## src/rtl/mem_arbiter.sv

```systemverilog
// Round-robin arbiter sharing one memory bus between fetch and data ports.
// Optional bus timeout: define MEM_TIMEOUT_EN (uses TIMEOUT_CYCLES).
module mem_arbiter #(
    parameter int TIMEOUT_CYCLES = 255
) (
    input  logic        clk,
    input  logic        reset,
    input  logic        fetch_req,
    input  logic [31:0] fetch_addr,
    output logic        fetch_done,
    output logic [31:0] fetch_rdata,
    output logic        fetch_err,
    input  logic        data_req,
    input  logic [31:0] data_addr,
    input  logic [3:0]  data_wstrb,
    input  logic [31:0] data_wdata,
    output logic        data_done,
    output logic [31:0] data_rdata,
    output logic        data_err,
    output logic        mem_ready,
    output logic        mem_instr,
    output logic [31:0] mem_addr,
    output logic [3:0]  mem_wstrb,
    output logic [31:0] mem_wdata,
    input  logic        mem_valid,
    input  logic [31:0] mem_rdata,
    output logic        owner
);

    typedef enum logic [1:0] {IDLE, BUSY, DONE} state_t;

    state_t      state, state_nx;
    logic        last_owner, last_owner_nx;
    logic        owner_nx, ready_nx, instr_nx;
    logic [31:0] addr_nx, wdata_nx;
    logic [3:0]  wstrb_nx;
    logic        fdone_nx, ferr_nx, ddone_nx, derr_nx;
    logic [31:0] frdata_nx, drdata_nx;
    logic        grant_d;
    logic        expired;
    logic        finish;
    logic [31:0] rsp_data;

`ifdef MEM_TIMEOUT_EN
    localparam int CW = $clog2(TIMEOUT_CYCLES + 1);
    localparam logic [CW-1:0] LIMIT = CW'(TIMEOUT_CYCLES - 1);

    logic [CW-1:0] cnt, cnt_nx;

    // A response arriving on the last allowed cycle wins over the timeout.
    assign expired = !mem_valid && (cnt == LIMIT);
`else
    assign expired = 1'b0;
`endif

    assign finish   = mem_valid || expired;
    assign rsp_data = mem_valid ? mem_rdata : 32'h0;

    always_comb begin
        state_nx      = state;
        last_owner_nx = last_owner;
        owner_nx      = owner;
        ready_nx      = mem_ready;
        instr_nx      = mem_instr;
        addr_nx       = mem_addr;
        wstrb_nx      = mem_wstrb;
        wdata_nx      = mem_wdata;
        fdone_nx      = 1'b0;
        ferr_nx       = 1'b0;
        frdata_nx     = 32'h0;
        ddone_nx      = 1'b0;
        derr_nx       = 1'b0;
        drdata_nx     = 32'h0;
        grant_d       = data_req && (!fetch_req || !last_owner);
`ifdef MEM_TIMEOUT_EN
        cnt_nx        = cnt;
`endif
        unique case (state)
            IDLE: begin
                if (fetch_req || data_req) begin
                    owner_nx = grant_d;
                    ready_nx = 1'b1;
                    instr_nx = !grant_d;
                    addr_nx  = grant_d ? data_addr : fetch_addr;
                    wstrb_nx = grant_d ? data_wstrb : 4'h0;
                    wdata_nx = grant_d ? data_wdata : 32'h0;
                    state_nx = BUSY;
`ifdef MEM_TIMEOUT_EN
                    cnt_nx   = '0;
`endif
                end
            end
            BUSY: begin
                if (finish) begin
                    ready_nx      = 1'b0;
                    last_owner_nx = owner;
                    state_nx      = DONE;
                    if (owner) begin
                        ddone_nx  = 1'b1;
                        derr_nx   = expired;
                        drdata_nx = rsp_data;
                    end else begin
                        fdone_nx  = 1'b1;
                        ferr_nx   = expired;
                        frdata_nx = rsp_data;
                    end
                end
`ifdef MEM_TIMEOUT_EN
                else begin
                    cnt_nx = cnt + 1'b1;
                end
`endif
            end
            DONE: state_nx = IDLE;
            default: state_nx = IDLE;
        endcase
    end

    always_ff @(posedge clk) begin
        if (reset) begin
            state       <= IDLE;
            last_owner  <= 1'b0;
            owner       <= 1'b0;
            mem_ready   <= 1'b0;
            mem_instr   <= 1'b0;
            mem_addr    <= 32'h0;
            mem_wstrb   <= 4'h0;
            mem_wdata   <= 32'h0;
            fetch_done  <= 1'b0;
            fetch_err   <= 1'b0;
            fetch_rdata <= 32'h0;
            data_done   <= 1'b0;
            data_err    <= 1'b0;
            data_rdata  <= 32'h0;
        end else begin
            state       <= state_nx;
            last_owner  <= last_owner_nx;
            owner       <= owner_nx;
            mem_ready   <= ready_nx;
            mem_instr   <= instr_nx;
            mem_addr    <= addr_nx;
            mem_wstrb   <= wstrb_nx;
            mem_wdata   <= wdata_nx;
            fetch_done  <= fdone_nx;
            fetch_err   <= ferr_nx;
            fetch_rdata <= frdata_nx;
            data_done   <= ddone_nx;
            data_err    <= derr_nx;
            data_rdata  <= drdata_nx;
        end
    end

`ifdef MEM_TIMEOUT_EN
    always_ff @(posedge clk) begin
        if (reset) cnt <= '0;
        else       cnt <= cnt_nx;
    end
`endif

endmodule
```

## config.mk

```make
export PLATFORM = sky130hd
export DESIGN_NAME = mem_arbiter
export DESIGN_NICKNAME = d
export VERILOG_FILES = /design/src/rtl/mem_arbiter.sv
export SDC_FILE = /design/constraint.sdc
export NUM_CORES = 1
export LEC_CHECK = 0
export CORE_ASPECT_RATIO = 0.9
export CORE_MARGIN = 2
export CORE_UTILIZATION = 30
export CTS_CLUSTER_DIAMETER = 40
export DETAILED_ROUTE_END_ITERATION = 8
export PLACE_DENSITY = 0.65
export SYNTH_ARGS = -nofsm -noshare
export SYNTH_HDL_FRONTEND = slang
export SYNTH_SLANG_ARGS = --single-unit
```

## constraint.sdc

```tcl
create_clock -name clk -period 1.53 [get_ports clk]
set_input_delay 0.306 -clock clk [delete_from_list [all_inputs] [get_ports clk]]
set_output_delay 0.306 -clock clk [all_outputs]
set_load 0.02 [all_outputs]
```

==> metrics.yaml <==
firstDrtPassIters: 4
dp_hpwl_um: 11600
grt_max_degree: 80
power_density_nw_per_um2: 1140
outcome: "complete, no violations"
grt_overflow: 0
rsz0062_at_grt: "false"
yosysTopAreaCell: "dfxtp_1"
ys_seq_elements: 140
viasPerCell: 4.93
crit_type: "flip-flop to output port"
grt_pass1_vias: 4873
skew_ns: 0.00655
initialDrtViolationCount: 181
yosysTopAreaCellShare_pct: 56.9
start_util_pct: 30.6
crit_start: "mem_wdata[8]"
synth_area_leaders: "dfxtp_1, and2_1, nand3_1"
fmax_mhz: 709
nets: 915
reg2reg_slack_ns: 0.16
final_cell_mix: "dfxtp_1, dlygate4sd2_1, clkdlybuf4s50_1"
drv_slew: 0
switchingPower_uw: 2440
timing.rr.end: "mem_addr[21]"
crit_required_ns: 1.22
antenna_found_initial: 1
sw_frac_of_total_pct: 25.6
rr_worst_depth: 4
synthCells: 520
routedWlPerCell_um: 16.4
layout-drive-gt1-share_pct: 7.59
grt_first_pass_wirelength_um: 25600
ys_warn_count: 0
fp.dieArea_sq_um: 17500
io_pins: 276
min_to: "fetch_done"
vias: 4923
critical-path-top-delay-family: "flip-flops"
cts_tree: "done"
die_w_um: 139
ant_nets: 0
finalCritPeriodShare_pct: 92.2
gp_congestion: 0.752
maxCapViolCount: 0
mostFrequentLayoutCell: "dfxtp_1"
p_total_uw: 9510
pre_cts_slack_ns: -0.225
synth_cell_type_count: 25
num_rows: 44
synthesis.area_sq_um: 4920
area_growth_pct: 69.0
clock_path_buffers: 2
cp_cell_sequence: "dlygate4sd2_1"
setup_viol: 0
htreeDepth: 4
power_frac_seq_pct: 40.9
vdd_drop_max_mv: 0.756
dieHeight_um: 126
crit_path_max_fanout: 2
p_int_uw: 7070
worstPathBufferInverterCount: 1
leakagePower_uw: 0.00369
p_clk_share_pct: 43.9
fin_ws_ns: 0.119
min_path_cells: 3
syn_area_per_cell_sq_um: 9.47
rr_startpoint: "state[0]"
critPathLaunchType: "flip-flop"
path_clk_slew_ns: 0.06
clkLatencyLatePin_ns: 0.41
crit_arrival_ns: 1.10
end_kind: "output port"
cts_made_buffers: 17
port-buffer-count: 273
cts_sinks: 140
hold_path.startpoint: "reset"
grt_usage_pct: 18.3
wl_um: 16300
cts-root-buf: "clkbuf_16"
final_hold_viol_count: 0
slowest_stage: "dfxtp_1"
period_needed_ns: 1.41
core_sq_um: 16100
slowest_delay_ns: 0.35
hold_path.class: "input pin to flip-flop"
ys_seq_area_share_pct: 56.9
drc: 0
power_frac_comb_pct: 15.2
-- cells in the mapped netlist --
library cell,instances
buf_2,26
clkbuf_2,8
a21oi_1,40
nand3_1,69
nor2_2,2
conb_1,1
o21ai_0,60
nand4_1,32
a21boi_4,1
or2_1,1
o21ai_1,11
nor2_1,2
a31oi_1,32
nor3b_4,1
nor3_4,1
and2_1,64
buf_6,2
or3b_2,1
nand3b_4,1
nand2b_1,1
nand2_1,2
dfxtp_1,140
mux2i_1,1
buf_4,3
clkbuf_1,18
-- sequential cells by signal, indices dropped and copies added, names as in the netlist --
signal and flops:
state 2, fetch_rdata 32, data_done 1, mem_wdata 32, data_rdata 32, owner 1, mem_wstrb 4, mem_ready 1
fetch_done 1, mem_addr 32, last_owner 1, mem_instr 1
-- power groups by stage --
| stage | clock network, uW | logic (uW) | registers, uW |
|---|---|---|---|
| final | 4170 | 1450 | 3890 |
| after global routing | 4430 | 1550 | 3910 |
| after CTS | 4270 | 1460 | 3890 |
| after detailed placement | 0 | 1560 | 3970 |
| after global placement | 0 | 1540 | 3970 |
| after floorplan | 0 | 495 | 4170 |
-- logic make-up (layout without fill, tap and decap cells) --
| kind of cell | count (synthesis) | count (layout) | synth area share (%) |
|---|---|---|---|
| and+or+nand+nor | 177 | 177 | 21.3 |
| other | 1 | 3 | 0.0762 |
| buffers and inverters | 57 | 326 | 5.74 |
| DFF | 140 | 140 | 56.9 |
| muxes | 1 | 1 | 0.203 |
| AOI/OAI and AO/OA | 144 | 144 | 15.7 |
-- routing by layer --
metal / track usage [%] / wire length [um] / share of wire, % / vias to the layer above
met1: 21.1 / 6510 / 40 / 2299
met3: 6.66 / 1480 / 9.1 / 31
met2: 31.1 / 7880 / 48 / 241
li1: - / - / - / 2352
met4: 7.19 / 447 / 2.7 / 0
met5: 0 / 0 / 0 / -
-- cell type report --
class | instances | area, sq um
well taps | 207 | 259
clock inverters | 12 | 165
fillers | 1517 | 7750
repair buffers | 295 | 2810
diodes | 1 | 2.50
multi-input cells | 324 | 1850
flip-flops and latches | 140 | 2800
clock buffers | 19 | 433
-- metrics by stage --
step | hold WS, ns | TNS [ns] | instance area (sq um) | std cells | utilization (%)
floorplan | 0.428 | 0 | 4930 | 521 | -
global placement | 0.457 | -8.81 | 7890 | 966 | 49.1
detailed placement | 0.462 | -14.67 | 7890 | 966 | 49.1
CTS | 0.333 | 0 | 8320 | 997 | 51.8
global route | 0.349 | 0 | 8320 | 998 | 51.8
finish | 0.352 | 0 | 8320 | 998 | 51.8
-- repair_timing --
| item | CTS | global route |
|---|---|---|
| resized for setup | 137 | 0 |
| buffers inserted | 0 | 0 |
| endpoints found under the hold margin | 0 | 0 |
| hold buffers | 0 | 0 |
| setup endpoints to repair | 137 | 0 |
-- worst max-delay path by stage --
stage	endpoint	slack, ns	depth (start not counted)
floorplan	mem_addr[3]	0.32	5
global placement	mem_wdata[0]	-0.13	5
detailed placement	mem_wdata[2]	-0.23	5
CTS	mem_ready	0.09	1
global route	mem_addr[21]	0.06	4
finish	mem_wdata[8]	0.12	1
-- worst reg2reg max path: stages, from the launching register on --
cell,delay (ns)
dfxtp_1,0.37
or2_2,0.32
buf_4,0.22
o21ai_0,0.21
a31oi_1,0.11
Note: power is estimated with default switching activity, not from simulation.
